==> src/rtl/tlc_pkg.sv <==
// tlc_pkg
// Shared types and helpers for the traffic-light phase controller.
//   tlc_state_e : controller state encoding (codes are visible on the ST port)
//   ph_width()  : width of the phase index for a given phase count
//   params_ok() : legality check for the controller parameter set
package tlc_pkg;

    typedef enum logic [1:0] {
        ST_ARED   = 2'd0,
        ST_GREEN  = 2'd1,
        ST_YELLOW = 2'd2,
        ST_EMERG  = 2'd3
    } tlc_state_e;

    localparam int NPH_DEF = 4;
    localparam int PH_W_DEF = $clog2(NPH_DEF);

    function automatic int ph_width(input int nph);
        return (nph <= 2) ? 1 : $clog2(nph);
    endfunction

    // The cycle counter must hold every terminal value without wrapping.
    function automatic bit params_ok(input int nph, input int cw, input int gmin,
                                     input int gmax, input int yel, input int ard);
        longint cnt_range;
        cnt_range = longint'(1) << cw;
        return (nph >= 2) && (nph <= 16) && (cw >= 1) && (cw <= 31) &&
               (gmin >= 1) && (gmin <= gmax) && (longint'(gmax) <= cnt_range) &&
               (yel >= 1) && (longint'(yel) <= cnt_range) &&
               (ard >= 1) && (longint'(ard) <= cnt_range);
    endfunction

endpackage

==> src/rtl/tlc_rr_pick.sv <==
// tlc_rr_pick
// Combinational round-robin phase picker. Scans phases ph+1 .. ph+NPH
// (mod NPH) and returns the first one with demand; the current phase is
// considered last so a lone requester can be re-served.
//   req   in  NPH  per-phase demand
//   ph    in  PW   current / last-served phase
//   pick  out PW   selected phase (ph when nothing is requested)
//   valid out 1    at least one request bit is set
module tlc_rr_pick
    import tlc_pkg::*;
#(
    parameter int NPH = 4,
    parameter int PW  = 2
) (
    input  logic [NPH-1:0] req,
    input  logic [PW-1:0]  ph,
    output logic [PW-1:0]  pick,
    output logic           valid
);

    logic [31:0] idx;

    // Walk from the farthest candidate down to the nearest so the nearest
    // requesting phase wins the final assignment.
    always_comb begin
        pick  = ph;
        valid = 1'b0;
        idx   = '0;
        for (int i = NPH; i >= 1; i--) begin
            idx = (32'(ph) + 32'(i)) % 32'(NPH);
            if (req[idx[PW-1:0]]) begin
                pick  = idx[PW-1:0];
                valid = 1'b1;
            end
        end
    end

endmodule

==> src/rtl/tlc_phase_ctrl.sv <==
// tlc_phase_ctrl
// Multi-phase traffic-light phase controller: demand-driven round-robin
// green/yellow/all-red sequencing with minimum/maximum green, emergency
// preemption and synchronous clear. REQ and EMG are registered once before
// use, so an input change is seen on ST/lamps one edge after it is sampled.
//   CK  in  1          clock, rising edge
//   RN  in  1          asynchronous active-low reset
//   CLR in  1          synchronous clear (same result as reset)
//   REQ in  NPH        per-phase demand
//   EMG in  1          emergency preempt, level
//   GRN out NPH        green lamps, one-hot or zero
//   YLW out NPH        yellow lamps, one-hot or zero
//   PH  out PW         current / last-served phase
//   ST  out 2          state code
//   CNT out CW         cycles elapsed in current state
//
// state     | meaning
// ----------+-----------------------------------------------------------
// ST_ARED   | all-red clearance; rests here (CNT=ARD-1) with no demand
// ST_GREEN  | GRN[PH] lit; min green guaranteed, max green enforced
// ST_YELLOW | YLW[PH] lit for YEL cycles
// ST_EMERG  | emergency preempt, all lamps off until EMG drops
module tlc_phase_ctrl
    import tlc_pkg::*;
#(
    parameter int NPH  = 4,
    parameter int CW   = 6,
    parameter int GMIN = 8,
    parameter int GMAX = 32,
    parameter int YEL  = 3,
    parameter int ARD  = 2,
    localparam int PW  = ph_width(NPH)
) (
    input  logic           CK,
    input  logic           RN,
    input  logic           CLR,
    input  logic [NPH-1:0] REQ,
    input  logic           EMG,
    output logic [NPH-1:0] GRN,
    output logic [NPH-1:0] YLW,
    output logic [PW-1:0]  PH,
    output logic [1:0]     ST,
    output logic [CW-1:0]  CNT
);

    if (!params_ok(NPH, CW, GMIN, GMAX, YEL, ARD)) begin : g_param_err
        $error("tlc_phase_ctrl: illegal parameter set");
    end

    localparam logic [CW-1:0]  CNT_ARD  = CW'(ARD - 1);
    localparam logic [CW-1:0]  CNT_YEL  = CW'(YEL - 1);
    localparam logic [CW-1:0]  CNT_GMIN = CW'(GMIN - 1);
    localparam logic [CW-1:0]  CNT_GMAX = CW'(GMAX - 1);
    localparam logic [NPH-1:0] ONE_HOT0 = NPH'(1);

    tlc_state_e     st_q, st_d;
    logic [PW-1:0]  ph_q, ph_d;
    logic [CW-1:0]  cnt_q, cnt_d, cnt_inc;
    logic [NPH-1:0] grn_q, grn_d, ylw_q, ylw_d;
    logic [NPH-1:0] req_q;
    logic           emg_q;
    logic [NPH-1:0] other_req;
    logic [PW-1:0]  pick;
    logic           pick_vld;

    tlc_rr_pick #(
        .NPH (NPH),
        .PW  (PW)
    ) u_pick (
        .req   (req_q),
        .ph    (ph_q),
        .pick  (pick),
        .valid (pick_vld)
    );

    assign other_req = req_q & ~(ONE_HOT0 << ph_q);

    // Saturate so EMERG dwell cannot wrap the counter.
    assign cnt_inc = (cnt_q == CNT_GMAX) ? cnt_q : cnt_q + CW'(1);

    always_comb begin
        st_d  = st_q;
        ph_d  = ph_q;
        cnt_d = cnt_inc;
        unique case (st_q)
            ST_ARED: begin
                if (emg_q) begin
                    st_d  = ST_EMERG;
                    cnt_d = '0;
                end else if (cnt_q == CNT_ARD) begin
                    if (pick_vld) begin
                        st_d  = ST_GREEN;
                        ph_d  = pick;
                        cnt_d = '0;
                    end else begin
                        cnt_d = CNT_ARD;
                    end
                end
            end
            ST_GREEN: begin
                if (((emg_q || (|other_req)) && (cnt_q >= CNT_GMIN)) ||
                    (cnt_q == CNT_GMAX)) begin
                    st_d  = ST_YELLOW;
                    cnt_d = '0;
                end
            end
            ST_YELLOW: begin
                if (cnt_q == CNT_YEL) begin
                    st_d  = emg_q ? ST_EMERG : ST_ARED;
                    cnt_d = '0;
                end
            end
            ST_EMERG: begin
                if (!emg_q) begin
                    st_d  = ST_ARED;
                    cnt_d = '0;
                end
            end
            default: begin
                st_d  = ST_ARED;
                cnt_d = '0;
            end
        endcase
    end

    // Lamps are decoded from the next state so they leave the flops
    // aligned with ST and PH.
    always_comb begin
        grn_d = '0;
        ylw_d = '0;
        if (st_d == ST_GREEN)  grn_d = ONE_HOT0 << ph_d;
        if (st_d == ST_YELLOW) ylw_d = ONE_HOT0 << ph_d;
    end

    always_ff @(posedge CK or negedge RN) begin
        if (!RN) begin
            st_q  <= ST_ARED;
            ph_q  <= '0;
            cnt_q <= '0;
            grn_q <= '0;
            ylw_q <= '0;
            req_q <= '0;
            emg_q <= 1'b0;
        end else if (CLR) begin
            st_q  <= ST_ARED;
            ph_q  <= '0;
            cnt_q <= '0;
            grn_q <= '0;
            ylw_q <= '0;
            req_q <= '0;
            emg_q <= 1'b0;
        end else begin
            st_q  <= st_d;
            ph_q  <= ph_d;
            cnt_q <= cnt_d;
            grn_q <= grn_d;
            ylw_q <= ylw_d;
            req_q <= REQ;
            emg_q <= EMG;
        end
    end

    assign GRN = grn_q;
    assign YLW = ylw_q;
    assign PH  = ph_q;
    assign ST  = st_q;
    assign CNT = cnt_q;

endmodule

==> config.mk <==
export PLATFORM = sky130hd
export DESIGN_NAME = tlc_phase_ctrl
export DESIGN_NICKNAME = d
export VERILOG_FILES = /design/src/rtl/tlc_pkg.sv /design/src/rtl/tlc_rr_pick.sv /design/src/rtl/tlc_phase_ctrl.sv
export SDC_FILE = /design/constraint.sdc
export NUM_CORES = 1
export LEC_CHECK = 0
export ABC_AREA = 1
export CORE_MARGIN = 2
export CORE_UTILIZATION = 55
export DETAILED_ROUTE_END_ITERATION = 10
export HOLD_SLACK_MARGIN = 0.15
export MAX_ROUTING_LAYER = met4
export PLACE_DENSITY = 0.93
export SETUP_SLACK_MARGIN = 0.2
export SKIP_LAST_GASP = 1
export SYNTH_ARGS = -nofsm -noshare
export SYNTH_HDL_FRONTEND = slang
export SYNTH_SLANG_ARGS = --single-unit
export TNS_END_PERCENT = 30
==> constraint.sdc <==
create_clock -name CK -period 5.2 [get_ports CK]
set_clock_uncertainty 0.15 [all_clocks]
set_input_delay 0.52 -clock CK [delete_from_list [all_inputs] [get_ports CK]]
set_output_delay 0.52 -clock CK [all_outputs]
set_load 0.01 [all_outputs]
## After elaboration in Yosys (flattened, before gate mapping)

Index checks and enable logic that the tools add are counted.

| cells by class | value |
|---|---|
| bitwise logic cells | 2 |
| muxes and demuxes | 45 |
| divide/modulo/power cells | 0 |
| magnitude comparators | 5 |
| equal/unequal tests | 8 |
| shift-type cells | 2 |
| multipliers | 0 |
| reduce and logical (&&, ||, !) cells | 5 |
| $add $sub $neg | 5 |

Operators by type and width:

| operator | count |
|---|---|
| $mux W6 | 7 |
| $mux W2 | 17 |
| $pmux W6 S4 | 1 |
| $mux W4 | 5 |
| $lt A2 B3 Y1 const B | 4 |
| $mux W1 | 10 |
| $bmux W1 S2 | 4 |
| $pmux W2 S4 | 1 |
| $shl A1 B2 Y4 const A | 2 |
| $add A6 B1 Y6 const B | 1 |
| $eq A2 B2 Y1 const B | 3 |
| $eq A6 B1 Y1 const B | 1 |
| $eq A6 B2 Y1 const B | 1 |
| $eq A6 B5 Y1 const B | 1 |
| $ge A6 B3 Y1 const B | 1 |
| $add A2 B1 Y2 const B | 2 |
| $add A2 B2 Y2 const B | 2 |
| $and A4 B4 Y4 | 1 |
| $eq A2 B1 Y1 const B | 2 |
| $not A4 Y4 | 1 |
| $reduce_or A4 Y1 | 1 |
| $logic_not A2 Y1 | 1 |
| $logic_or A1 B1 Y1 | 2 |
| $logic_and A1 B1 Y1 | 1 |

| storage, ports and cells | value |
|---|---|
| ROM bits | 0 |
| memories | 0 |
| output and inout bits | 18 |
| bits of input ports | 8 |
| memory bits (writable) | 0 |
| word-level logic and storage cells | 79 |
| bits in registers | 23 |
| latch bits | 0 |

## Longest topological paths before layout

Gate-level depths: netlist of run 1.

| logic depth | value |
|---|---|
| depth in word-level cells | 14 |
| gate-level depth with buffers | 14 |
| mapped depth without buffers | 14 |

## Modules after synthesis

Synthesis of run 1 repeated with hierarchy kept, for this count alone.

| unflattened totals | value |
|---|---|
| cells, all modules | 232 |
| area, all modules | 1644.1 um^2 |

By module, submodules not included:

| module | sequential area each (um^2) | cells an instance | times used | area each (um^2) |
|---|---|---|---|---|
| tlc_phase_ctrl | 575.6 | 185 | 1 | 1402.6 |
| tlc_rr_pick | 0.0 | 47 | 1 | 241.5 |

## Least setup slack after synthesis of run 1

No wires, ideal clock.

| timing path | value |
|---|---|
| path kind | register -> register |
| from | register ph_q[0], in the netlist PH[0] |
| to | register ylw_q[3], in the netlist YLW[3] |
| data arrival time | 1733 ps |
| path buffers | 0 |
| stages on the path, launching flop included | 14 |
| data required time | 4929 ps |
| clock period less this slack | 2004 ps |
| setup time | 121 ps |
| slack | 3196 ps |
| cells stage by stage | dfrtp_1 inv_2 ha_1 inv_1 nand3_1 nand2_1 nor2_1 nand2_2 nand2_1 nand2_1 nand2_2 inv_2 nand2_2 nor2_1 |

| between the ends | value |
|---|---|
| word-level cells in the longest chain between the ends | 14 |
| elaborated cells on any way between the ends | 40 |
| those cells by class | add/sub (4); eq/ne (1); shift (2); mux (27); bitwise (2); reduce/logical (4) |

RTL lines:

| item | RTL line | source |
|---|---|---|
| from (decl) | tlc_phase_ctrl.sv:57 | `logic [PW-1:0] ph_q, ph_d;` |
| from (signal assigned) | tlc_phase_ctrl.sv:154 | `ph_q <= ph_d;` |
| $add A2 B1 Y2 | tlc_rr_pick.sv:30 | `idx = (32'(ph) + 32'(i)) % 32'(NPH);` |
| $bmux W1 S2 | tlc_rr_pick.sv:31 | `if (req[idx[PW-1:0]]) begin` |
| $mux W1 (not written as such) | tlc_rr_pick.sv:31 |  |
| $mux W1 or $mux W2 (tied branches) (4 in series) | tlc_rr_pick.sv:31 |  |
| $mux W2 | tlc_phase_ctrl.sv:91 | `if (pick_vld) begin` |
| $mux W2 | tlc_phase_ctrl.sv:90 | `end else if (cnt_q == CNT_ARD) begin` |
| $mux W2 | tlc_phase_ctrl.sv:87 | `if (emg_q) begin` |
| $pmux W2 S4 or $mux W2 (tied branches) | tlc_phase_ctrl.sv:85 | `unique case (st_q)` |
| $eq A2 B2 Y1 or $shl A1 B2 Y4 (tied branches) | tlc_phase_ctrl.sv:132 | `if (st_d == ST_YELLOW) ylw_d = ONE_HOT0 << ph_d;` |
| $mux W4 (*) | tlc_phase_ctrl.sv:132 |  |
| $mux W4 (*) | tlc_phase_ctrl.sv:144 | `end else if (CLR) begin` |
| to (signal assigned) | tlc_phase_ctrl.sv:157 | `ylw_q <= ylw_d;` |
| to (decl) | tlc_phase_ctrl.sv:59 | `logic [NPH-1:0] grn_q, grn_d, ylw_q, ylw_d;` |

Mark *: on every way between the ends. The rest lies on a longest branch, timed or not. The select of a mux whose other input is x is not followed.

## Final worst setup path of run 1

| timing path | value |
|---|---|
| from | register ph_q[0], in the netlist PH[0] |
| to | register grn_q[0], in the netlist GRN[0] |

| between the ends | value |
|---|---|
| word-level cells in the longest chain between the ends | 14 |
| elaborated cells on any way between the ends | 40 |
| those cells by class | add/sub (4); eq/ne (1); shift (2); mux (27); bitwise (2); reduce/logical (4) |

RTL lines:

| item | RTL line | source |
|---|---|---|
| $add A2 B1 Y2 | tlc_rr_pick.sv:30 |  |
| $bmux W1 S2 | tlc_rr_pick.sv:31 |  |
| $mux W1 (not written as such) | tlc_rr_pick.sv:31 |  |
| $mux W1 or $mux W2 (tied branches) (4 in series) | tlc_rr_pick.sv:31 |  |
| $mux W2 | tlc_phase_ctrl.sv:91 |  |
| $mux W2 | tlc_phase_ctrl.sv:90 |  |
| $mux W2 | tlc_phase_ctrl.sv:87 |  |
| $pmux W2 S4 or $mux W2 (tied branches) | tlc_phase_ctrl.sv:85 |  |
| $eq A2 B1 Y1 or $shl A1 B2 Y4 (tied branches) | tlc_phase_ctrl.sv:131 | `if (st_d == ST_GREEN) grn_d = ONE_HOT0 << ph_d;` |
| $mux W4 (*) | tlc_phase_ctrl.sv:131 |  |
| $mux W4 (*) | tlc_phase_ctrl.sv:144 |  |
| to (signal assigned) | tlc_phase_ctrl.sv:156 | `grn_q <= grn_d;` |
| to (decl) | tlc_phase_ctrl.sv:59 |  |

Marks and branches as above.

==> metrics.txt, run 1 <==
run status complete, no violations; Synth Cell Area 1400 um2; share of cells above drive strength 1 11.7%; YS warnings 0; crit path cell chain inv_2 -> ha_1 -> inv_1 -> nand3_1 -> nand2_1 -> nor2_1 -> nand2_2 -> nand2_2 -> a21oi_2 -> nand3_1 -> nor2_1; Internal Dissipation 334 uW; Max VDD drop 0.238 mV; Final period util 41.7%; die area 2960 um2; aggregate negative setup slack 0 ns; syn_area_per_cell 7.15 um2; r2r setup slk 3.03 ns; NetSw 238 uW; post-CTS resize count 0; Worst Setup EP GRN[0]; RSZ-0062 raised after global routing no; CP startpoint PH[0]; final setup violation count 0; vias in the first global route 1087; Chip Width 54.4 um; # H-tree levels 1; vias 1257; CTS clk-pin slew, worst paths 0.12 ns; gpl congestion 0.909; CTS sink cnt 23; crit path launch type flop; post-synthesis sequential area ratio 41.3%; GR Overflow Total 0; Critical Path RT 5.29 ns; Remaining DRCs 0; Worst R2R End GRN[0]; Hold Crit Class reg2reg; FMAX 0.461 GHz; Max stage delay cell, worst path dfrtp_1; switch share 41.6%; final-report hold violation count 0; cells on worst reg2reg path 11; minimum clock period 2.17 ns; ANT nets after route 0; Row Count 18; Top Ports 26; Critical Path Fanout Max 10; sequential share of power 38.7%; Final Net Count 239; total of max-cap violations 0; r2r startpoint PH[0]; CTS tree built; area occupied by multi-input gates 684 um2; fin util 70.1%; register area 576 um2; initial core utilization 57.4%; Highest Signal Layer met4; clk buf depth 2; Fill cells 199; synthesized flop and latch total 23; core area 2430 um2; max_slew headroom 34.2%; crit path kind reg2reg; syn nets 210; hold buffer count at CTS 0; leakage power 0.885 nW; combinational power share 47.3%; critical path endpoint category flop; ranking of synthesized cells by area dfrtp_1 41%, nand2_1 13%, nor2_1 8.6%; die span in y 54.4 um; Max stage delay on crit path 0.54 ns; WL/cell 11.2 um; Pins Over Slew Limit 0; worst skew pair latency 0.31 ns; gr usage total 22.8%; Worst-Margin Slew 0.984 ns; CTS root buffer clkbuf_4; Synth top area share 41.3%; Ant. Diodes 0; CP arrival 2.26 ns; initial DRC count 32; first-pass GRT wire length 4730 um; Port Buffer Count 25; largest net degree at the start of global routing 24; Area Growth Syn to Fin 22.2%; met3 WL 138 um; met2 WL post-DR 1370 um; vias per cell 4.97; Synth area leader dfrtp_1; final wirelength 2830 um; synth unique cells 21; pwr dens 335 nW/um2; number of detailed-route iterations in the first pass 5; DP HPWL 2130 um; Post-CTS Setup Repair Bufs 0; Clock Power Share 14.0%; cts bufs inserted 3; initial antenna violation count 0; wl on met1 1290 um; synthesized netlist cell count 195
[metal layers]
metal / track usage [%] / vias to the layer above
met5: - / -
met4: 7.50 / 0
met3: 1.64 / 4
met2: 36.3 / 44
met1: 30.9 / 558
li1: - / 651
[synth_stat cells (all sizes together)]
master	instances
a21oi	4
clkbuf	1
dfrtp	23
ha	7
inv	35
nand2	62
nand3	16
nand3b	1
nand4	2
nor2	34
nor3	1
o21a	1
o21ai	6
o22ai	1
xor2	1
[state kept, by name, indices dropped and copies added (netlist names)]
name / cells
CNT: 6
GRN: 4
YLW: 4
req_q: 4
PH: 2
ST: 2
emg_q: 1
[layout make-up]
cell class                 count  area share (%)
multi-input combinational    136            40.1
sequential                    23            33.7
timing repair buffer          25            14.7
inverter                      35            7.70
tap                           30            2.20
clock buffer                   4            1.54
[layout by cell type, fill, tap and decap left out, types with 2 or more instances in the layout]
cell             Yosys  layout
nand2_2             14      14
clkbuf_4             0       3
dfrtp_1             23      23
inv_1               31      31
nand3_2              2       2
nand2_1             48      48
nand3_1             14      14
o21ai_0              6       6
clkdlybuf4s50_1      0      25
ha_1                 7       7
inv_2                4       4
nand4_1              2       2
nor2_1              32      32
a21oi_1              3       3
[power groups by stage]
stage | clock network [mW] | logic (mW) | registers (mW)
finish | 0.0802 | 0.270 | 0.221
global route | 0.0911 | 0.303 | 0.225
CTS | 0.0820 | 0.270 | 0.221
detailed placement | 0 | 0.264 | 0.224
global placement | 0 | 0.259 | 0.224
floorplan | 0 | 0.176 | 0.230
[worst max-delay path, delay by kind of cell (launching register included)]
kind                       cells  cell delay, ns
and+or+nand+nor                7            0.68
DFF                            1            0.54
adders and majority gates      1            0.36
buffers and inverters          2            0.25
AOI/OAI and AO/OA              1            0.12
[kinds of logic after synthesis]
| group | Yosys count | share of synthesized area (%) |
|---|---|---|
| AND/OR/NAND/NOR | 116 | 37.3 |
| buffers and inverters | 36 | 9.69 |
| flip-flops | 23 | 41.3 |
| AO/OA/AOI/OAI | 12 | 4.84 |
| adder cells (fa/ha/maj) | 7 | 6.28 |
| XOR/XNOR | 1 | 0.628 |
[worst min path at each step]
stage	start	to	slack, ns	cells past startpoint
final	CNT[5]	CNT[4]	0.48	3
after global routing	CNT[5]	CNT[5]	0.55	2
after CTS	CNT[5]	CNT[4]	0.49	3
after floorplan	RN	CNT[0]	0.07	0
after global placement	CNT[5]	CNT[4]	0.46	3
after detailed placement	CNT[5]	CNT[4]	0.47	3
[per-stage QoR]
step / hold slack [ns] / area (um2) / power [mW] / instances / worst slack (ns)
5_1_grt: 0.553 / 1710 / 0.619 / 253 / 2.82
2_1_floorplan: 0.0744 / 1400 / 0.406 / 195 / 3.20
6_report: 0.485 / 1710 / 0.572 / 253 / 3.03
3_5_place_dp: 0.470 / 1680 / 0.489 / 249 / 3.05
3_3_place_gp: 0.463 / 1680 / 0.483 / 249 / 3.13
4_1_cts: 0.486 / 1710 / 0.573 / 253 / 3.02
Power figures use the tool's default switching activity.
==> inputs of run 2 (changes only) <==
- CORE_UTILIZATION: 55 -> 51
- PLACE_DENSITY: 0.93 -> 0.87
- clock period: 5.2 -> 2.2 ns (I/O delays scaled with it)
==> run 2 against run 1 <==
Net effect:
- global-route usage shrank 1.6 points
- clock power grew 140%
- final area grew 7.8%
- sequential share of layout area shrank 2.3 points
- fmax grew 13%
- register-to-register slack lost 2.7 ns
- hold slack lost 0.24 ns
- utilization grew 2.2 points
- die area grew 7.2%
- largest power group unchanged
- highest routed layer unchanged
==> metrics.txt, run 2 (same netlist as run 1, synthesis figures left out) <==
Fill cells 195 (was 199); Worst R2R End YLW[3] (was GRN[0]); CTS clk-pin slew, worst paths 0.12 ns (about the same); Top Ports 26 (unchanged); hold path depth 3 (unchanged); cts bufs inserted 3 (unchanged); CTS root buffer clkbuf_4 (unchanged); die area 3170 um2 (was 2960 um2); Remaining DRCs 0 (unchanged); max reg flops 6 (unchanged); Critical Path Fanout Max 9 (was 10); initial antenna violation count 0 (unchanged); ANT nets after route 0 (unchanged); CP arrival 2.00 ns (was 2.26 ns); crit path kind reg2reg (unchanged); total of max-cap violations 0 (unchanged); FMAX 0.522 GHz (was 0.461 GHz); Pins Over Slew Limit 0 (unchanged); final-report hold violation count 0 (unchanged); # H-tree levels 1 (unchanged); initial DRC count 53 (was 32); minimum clock period 1.91 ns (was 2.17 ns); Final Net Count 250 (was 239); DP HPWL 2270 um (was 2130 um); initial core utilization 54.8% (was 57.4%); final wirelength 3240 um (was 2830 um); Max VDD drop 0.669 mV (was 0.238 mV); core area 2540 um2 (was 2430 um2); hold_sp REQ[0] (was CNT[5]); Fin Hold WS 0.248 ns (was 0.485 ns); vias in the first global route 1229 (was 1087); RSZ-0062 raised after global routing yes (was no); Critical Path RT 2.29 ns (was 5.29 ns); Final period util 87.0% (was 41.7%); register area 578 um2 (was 576 um2); worst skew pair latency 0.31 ns (about the same); first-pass GRT wire length 5290 um (was 4730 um); largest net degree at the start of global routing 24 (unchanged); vias 1334 (was 1257); GR Overflow Total 0 (unchanged); die span in y 56.3 um (was 54.4 um); area occupied by multi-input gates 728 um2 (was 684 um2); Port Buffer Count 25 (unchanged); r2r setup slk 0.29 ns (was 3.03 ns); Cell Area, Placed 1690 um2 (was 1680 um2); gpl congestion 0.838 (was 0.909); CTS tree built (unchanged); Area Growth Syn to Fin 31.8% (was 22.2%); run status complete, no violations (unchanged); aggregate negative setup slack 0 ns (unchanged); number of detailed-route iterations in the first pass 4 (was 5); most frequent cells in the layout 47 x nand2_1, 31 x nor2_1, 29 x inv_1, 25 x clkdlybuf4s50_1, 21 x dfrtp_1 (was 48 x nand2_1, 32 x nor2_1, 31 x inv_1, 25 x clkdlybuf4s50_1, 23 x dfrtp_1); most common cell after layout, fill and taps aside nand2_1 (unchanged); r2r startpoint PH[0] (unchanged); vias per cell 5.05 (was 4.97); clk buf depth 2 (unchanged); gr usage total 21.2% (was 22.8%); Row Count 18 (unchanged); WL/cell 12.3 um (was 11.2 um); pwr dens 789 nW/um2 (was 335 nW/um2); Finished Cell Area 1840 um2 (was 1710 um2); worst hold endpoint req_q[0] (was CNT[4]); crit path launch type flop (unchanged); Hold Crit Class in2reg (was reg2reg); cells on worst reg2reg path 11 (unchanged); max_slew headroom 70.1% (was 34.2%); CTS sink cnt 23 (unchanged); leakage power 0.939 nW (was 0.885 nW); Worst-Margin Slew 0.447 ns (was 0.984 ns); Ant. Diodes 0 (unchanged); share of cells above drive strength 1 19.7% (was 11.7%); final setup violation count 0 (unchanged); critical path endpoint category flop (unchanged); Chip Width 56.3 um (was 54.4 um)
## run 2: worst max-delay path, cell delays in order, from the launching register on
cell and delay [ns]:
dfrtp_2 0.45, buf_4 0.17, ha_1 0.20, inv_1 0.05, nand2_1 0.05, nand3_1 0.10
o21ai_2 0.07, nand3b_1 0.13, nand2_1 0.10, inv_1 0.07, nand4_1 0.17, nor2_1 0.14
## run 2: how the worst max path moves through the flow
stage | from | slack [ns] | depth (start not counted) | end
global route | PH[0] | 0.17 | 12 | CNT[5]
global placement | PH[0] | 0.21 | 13 | YLW[2]
finish | PH[0] | 0.29 | 11 | YLW[3]
floorplan | PH[0] | 0.30 | 13 | YLW[3]
CTS | PH[0] | 0.22 | 13 | YLW[2]
detailed placement | PH[0] | 0.15 | 13 | GRN[2]
## run 2: final cells by class
class / count / area share, %
Tap cell: 30 / 2.04
Inverter: 35 / 7.28
Multi-Input combinational cell: 136 / 39.6
Sequential cell: 23 / 31.4
Clock buffer: 4 / 1.43
Timing Repair Buffer: 36 / 18.2
## run 2: metrics by stage
step | instances | utilization, % | power, mW | setup WS, ns
after CTS | 257 | 68.3 | 1.37 | 0.224
after global routing | 264 | 72.3 | 1.55 | 0.174
after global placement | 250 | 66.3 | 1.15 | 0.206
final | 264 | 72.3 | 1.45 | 0.286
after floorplan | 195 | - | 0.960 | 0.299
after detailed placement | 250 | 66.3 | 1.16 | 0.150
## run 2: power by group
part	switching [mW]	internal, mW
Combinational	0.436	0.303
Sequential	0.0498	0.472
Clock	0.118	0.0709
Total	0.604	0.846
## run 2: metal layers
metal	GRT usage [%]	wire length [um]
met5	-	0
met4	6.80	82
met3	1.84	164
met2	35.5	1610
met1	27.4	1380
## run 2: timing repair
item / in CTS / in global routing
pin swaps: 0 / 5
hold buffers: 1 / 0
setup endpoints to repair: 15 / 16
resized for setup: 1 / 13
endpoints found under the hold margin: 23 / 0
buffers inserted: 2 / 7
